### src/rtl/xnor_seq_compare.sv
// Multi-cycle bitwise equality comparator: walks LANES bit positions per clock
// and reports word equality plus a match (XNOR) or mismatch (XOR) count.
module xnor_seq_compare #(
    parameter int  WIDTH = 8,
    parameter int  LANES = 1,
    localparam int CW    = $clog2(WIDTH + 1)
) (
    input  logic             clk,
    input  logic             reset,
    input  logic             start,
    input  logic             mode,
    input  logic [WIDTH-1:0] a,
    input  logic [WIDTH-1:0] b,
    output logic             busy,
    output logic             done,
    output logic             equal,
    output logic [CW-1:0]    count
);

    localparam int N  = WIDTH / LANES;
    localparam int IW = (N > 1) ? $clog2(N) : 1;

    typedef enum logic [1:0] {
        S_IDLE = 2'd0,
        S_RUN  = 2'd1,
        S_DONE = 2'd2
    } state_t;

    state_t            state_r;
    state_t            state_s;
    logic [WIDTH-1:0]  a_r;
    logic [WIDTH-1:0]  b_r;
    logic              mode_r;
    logic [IW-1:0]     idx_r;
    logic [CW-1:0]     acc_r;
    logic              busy_r;
    logic              done_r;
    logic              equal_r;
    logic [CW-1:0]     count_r;
    logic [WIDTH-1:0]  xm_all_s;
    logic [CW-1:0]     matches_s;
    logic              last_s;

    function automatic logic [CW-1:0] popcount(input logic [LANES-1:0] v);
        logic [CW-1:0] c;
        c = '0;
        for (int i = 0; i < LANES; i++) begin
            c = c + CW'(v[i]);
        end
        return c;
    endfunction

    // Current slice match count folded into the running accumulator.
    always_comb begin
        xm_all_s  = ~(a_r ^ b_r) >> (int'(idx_r) * LANES);
        matches_s = acc_r + popcount(xm_all_s[LANES-1:0]);
        last_s    = (idx_r == IW'(N - 1));
    end

    // Next-state logic; start is only honoured from IDLE.
    always_comb begin
        state_s = state_r;
        case (state_r)
            S_IDLE: begin
                if (start) begin
                    state_s = S_RUN;
                end else begin
                    state_s = S_IDLE;
                end
            end
            S_RUN: begin
                if (last_s) begin
                    state_s = S_DONE;
                end else begin
                    state_s = S_RUN;
                end
            end
            S_DONE:  state_s = S_IDLE;
            default: state_s = S_IDLE;
        endcase
    end

    // State register.
    always_ff @(posedge clk) begin
        if (reset) begin
            state_r <= S_IDLE;
        end else begin
            state_r <= state_s;
        end
    end

    // Operand capture, accumulation and registered result outputs.
    always_ff @(posedge clk) begin
        if (reset) begin
            a_r     <= '0;
            b_r     <= '0;
            mode_r  <= 1'b0;
            idx_r   <= '0;
            acc_r   <= '0;
            busy_r  <= 1'b0;
            done_r  <= 1'b0;
            equal_r <= 1'b0;
            count_r <= '0;
        end else begin
            busy_r <= (state_s == S_RUN);
            done_r <= (state_s == S_DONE);
            case (state_r)
                S_IDLE: begin
                    if (start) begin
                        a_r    <= a;
                        b_r    <= b;
                        mode_r <= mode;
                        acc_r  <= '0;
                        idx_r  <= '0;
                    end
                end
                S_RUN: begin
                    acc_r <= matches_s;
                    idx_r <= idx_r + IW'(1);
                    // Results only move on the final pass so they hold while busy.
                    if (last_s) begin
                        count_r <= mode_r ? (CW'(WIDTH) - matches_s) : matches_s;
                        equal_r <= (matches_s == CW'(WIDTH));
                    end
                end
                default: begin
                end
            endcase
        end
    end

    assign busy  = busy_r;
    assign done  = done_r;
    assign equal = equal_r;
    assign count = count_r;

endmodule

### config.mk
export PLATFORM = sky130hd
export DESIGN_NAME = xnor_seq_compare
export DESIGN_NICKNAME = d
export VERILOG_FILES = /design/src/rtl/xnor_seq_compare.sv
export SDC_FILE = /design/constraint.sdc
export NUM_CORES = 1
export LEC_CHECK = 0
export ABC_AREA = 1
export CORE_MARGIN = 2
export CORE_UTILIZATION = 52
export DETAILED_ROUTE_END_ITERATION = 16
export GPL_TIMING_DRIVEN = 0
export PLACE_DENSITY = 0.79
export SLEW_MARGIN = 10
export SYNTH_ARGS = -nofsm -noshare
export SYNTH_HDL_FRONTEND = slang
export SYNTH_SLANG_ARGS = --single-unit
### constraint.sdc
create_clock -name clk -period 2.5 [get_ports clk]
set_input_delay 0.375 -clock clk [delete_from_list [all_inputs] [get_ports clk]]
set_output_delay 0.375 -clock clk [all_outputs]
set_load 0.02 [all_outputs]
==> results of run 1 <==
-- sequential cells by signal (all words and copies together), names as in the netlist --
signal   flops
acc_r        4
b_r          8
a_r          8
done         1
idx_r        3
busy         1
count        4
mode_r       1
state_r      2
equal        1
-- worst max-delay path by stage --
stage                     cells past startpoint            endpoint                   from  slack [ps]
after detailed placement                     14  equal$_SDFFE_PP0P_  idx_r[0]$_SDFFE_PP0P_         350
after global routing                         14  equal$_SDFFE_PP0P_  idx_r[0]$_SDFFE_PP0P_          80
after CTS                                    14  equal$_SDFFE_PP0P_  idx_r[0]$_SDFFE_PP0P_         330
after global placement                       14  equal$_SDFFE_PP0P_  idx_r[0]$_SDFFE_PP0P_         370
after floorplan                              13  equal$_SDFFE_PP0P_  idx_r[0]$_SDFFE_PP0P_         620
final                                        14  equal$_SDFFE_PP0P_  idx_r[0]$_SDFFE_PP0P_         300
-- stage by stage --
stage	hold WS [ps]	std cells	setup WS (ps)
6_report	337.3	277	302.7
2_1_floorplan	443.3	213	620.3
4_1_cts	327.5	277	325.4
3_5_place_dp	456.4	269	346.5
3_3_place_gp	455.9	269	370.6
5_1_grt	341.9	277	84.96
-- metal layers --
layer / share of wire, % / up-vias / GRT usage (%)
met4: 1.8 / 0 / 8.766
met5: 0 / - / 0
met1: 49 / 636 / 25.65
li1: - / 751 / -
met3: 3.9 / 7 / 6.593
met2: 46 / 24 / 33.02
-- synthesized netlist by cell type --
master	count	area (um2)
nand4_1	2	12.51
inv_6	1	8.760
nand3b_1	1	7.510
a21oi_1	26	130.1
buf_4	2	15.01
buf_6	2	22.52
nor2_4	1	11.26
dfxtp_1	33	660.6
nor2_2	2	12.51
nand2_2	4	25.02
nand3_4	1	17.52
a31oi_1	2	12.51
inv_2	5	18.77
buf_2	2	10.01
nor2_1	1	3.750
o21ai_0	8	40.04
inv_1	27	101.4
ha_1	5	62.56
nand3_1	13	65.06
nand2_4	1	11.26
o21ai_1	15	75.07
a21oi_2	2	17.52
nand2_1	56	210.2
nand3_2	1	10.01
-- critical path: stages, from the launching register on --
cell and delay (ps):
dfxtp_1 550, inv_2 110, nand3_1 100, nand2_1 70, nand2_1 60, nand3_1 60, nand2_1 80, ha_1 220
ha_1 290, inv_1 90, ha_1 160, inv_1 60, nor2_2 90, nand3_1 80, a21oi_2 110
-- power by group through the flow --
stage / Sequential [mW] / Clock (mW) / Combinational, mW
after floorplan: 0.584 / 0 / 0.126
after global placement: 0.586 / 0 / 0.184
after detailed placement: 0.587 / 0 / 0.187
after CTS: 0.575 / 0.427 / 0.189
after global routing: 0.579 / 0.452 / 0.215
final: 0.576 / 0.424 / 0.188
-- cells by family (layout without fill, tap and decap cells) --
group / count (synthesis) / count (layout) / share of synthesized area (%)
buffers and inverters: 39 / 72 / 11.30
AOI/OAI and AO/OA: 53 / 53 / 17.63
adders and majority gates: 5 / 5 / 4.006
DFF: 33 / 33 / 42.31
and+or+nand+nor: 83 / 83 / 24.76
-- layout by cell type (no fill, tap or decap), drive strengths merged, types with 2 or more instances in the layout --
cell	n
nand3	15
o21ai	23
clkbuf	7
nand4	2
inv	33
a31oi	2
buf	6
clkdlybuf4s50	25
dfxtp	33
a21oi	28
nand2	61
nor2	4
ha	5
-- final cells by class --
type                            instances  area [um2]
Clock buffer                            7       55.05
Sequential cell                        33       660.6
Tap cell                               31       38.79
Buffer                                  6       47.55
Inverter                               33       128.9
Multi-Input combinational cell        141       724.4
Timing Repair Buffer                   25       250.2
Fill cell                             263       869.6
Clock inverter                          1       30.03
==> impl_results.md, run 1 <==
- Outcome: finished clean
- Max Slew Vio Count: 0
- DR vias: 1418
- Largest net degree at the start of global routing: 11
- Data required, critical path: 2790 ps
- Unrepaired setup endpoints after global routing: no
- Via-per-instance ratio: 5.119
- Max_slew headroom: 75.40%
- Worst R2R Start: idx_r[0]$_SDFFE_PP0P_
- Max Freq: 455.1 MHz
- Routed len/inst: 11.22 um
- Die Span X: 58.80 um
- CTS tree: yes
- Slew @ Worst Pin: 368.4 ps
- Power Internal: 0.8773 mW
- Mapped Area: 1561 um2
- Pwr/cell area: 613.2 nW/um2
- 1st-iter DRT viols: 52
- Clock Pin Slew Worst Setup and Hold Paths: 100 ps
- DRT antenna net count: 0
- Layout cells sized above 1: 12.60%
- Sequential-to-total area share from yosys stat: 42.31%
- Core footprint: 2805 um2
- Io pins: 27
- Total of max-cap violations: 0
- Syn-to-layout area delta: 23.96%
- Crit path max fanout: 8
- # nets final: 270
- H-tree Lvls: 2
- Clock power share: 35.7%
- Clock Tree Buf Depth: 2
- Sequential share of power: 48.5%
- Routability cong.: 0.8275
- HPWL Detailed: 2.259 mm
- Endpoint type of the worst setup path: register
- Final Power: 1.187 mW
- CTS Buf Count: 5
- Placed Area: 1851 um2
- Vias in the first global route: 1274
- Worst Hold Path EP: equal$_SDFFE_PP0P_
- Remaining global-route overflow: 0
- Antenna Cells: 0
- Root Driver: clkbuf_4
- Critical Path AT: 2480 ps
- HP Class: input pin to register
- Setup Buffers After CTS: 0
- Synth Register Bits: 33
- Fin Clk Skew: 10.32 ps
- Endpoints failing setup: 0
- Final Hold Viols: 0
- Static Leak: 0.8215 nW
- Combinational fraction of design power: 15.8%
- Port bufs: 25
- Net Switching: 0.3097 mW
- Post-Synthesis Cells: 213
- Synthesis Warnings: 0
- Hold Crit Depth: 2
- Sw frac: 26.09%
- Post_cts resized: 0
- Maximum VDD drop: 0.4324 mV
- First-pass GRT wire length: 5.354 mm
- Tmin final: 2197 ps
- Gr usage total: 20.69%
- Reg2reg setup slack: 300 ps
- Cell variety after synth: 24
- TNS Setup: 0 ps
- Die area: 3457 um2
- Clk_lat worst skew: 340 ps
- # clock sinks: 33
- Reg2reg path depth: 14
- Hold Buf Count CTS: 0
- WL final: 3.108 mm
- Hold wc startpoint: reset
- Synth Area per Inst: 7.331 um2
- First drt pass iteration count: 4
- Row count: 19
- DIE HEIGHT: 58.80 um
- Drt drc: 0
- Initial antenna violation count: 0
- CP startpoint kind: register
- Crit path kind: register to register
- Tcrit/Tclk final: 87.89%
- Core Util, Final: 69.00%
- Cell area after layout: 1936 um2
- Initial core utilization: 55.66%
- Post-Syn Nets: 238
- RR Endpoint: equal$_SDFFE_PP0P_
(Power assumes the default switching activity.)
==> run 2: changes to the inputs <==
--- a/config.mk
+++ b/config.mk
@@ -6,6 +6,7 @@
 export NUM_CORES = 1
 export LEC_CHECK = 0
 export ABC_AREA = 1
+export ABC_CLOCK_PERIOD_IN_PS = 2500
 export CORE_MARGIN = 2
 export CORE_UTILIZATION = 52
 export DETAILED_ROUTE_END_ITERATION = 16
==> results of run 2 <==
The final DEF is identical to that of run 1; final timing and power are the same.
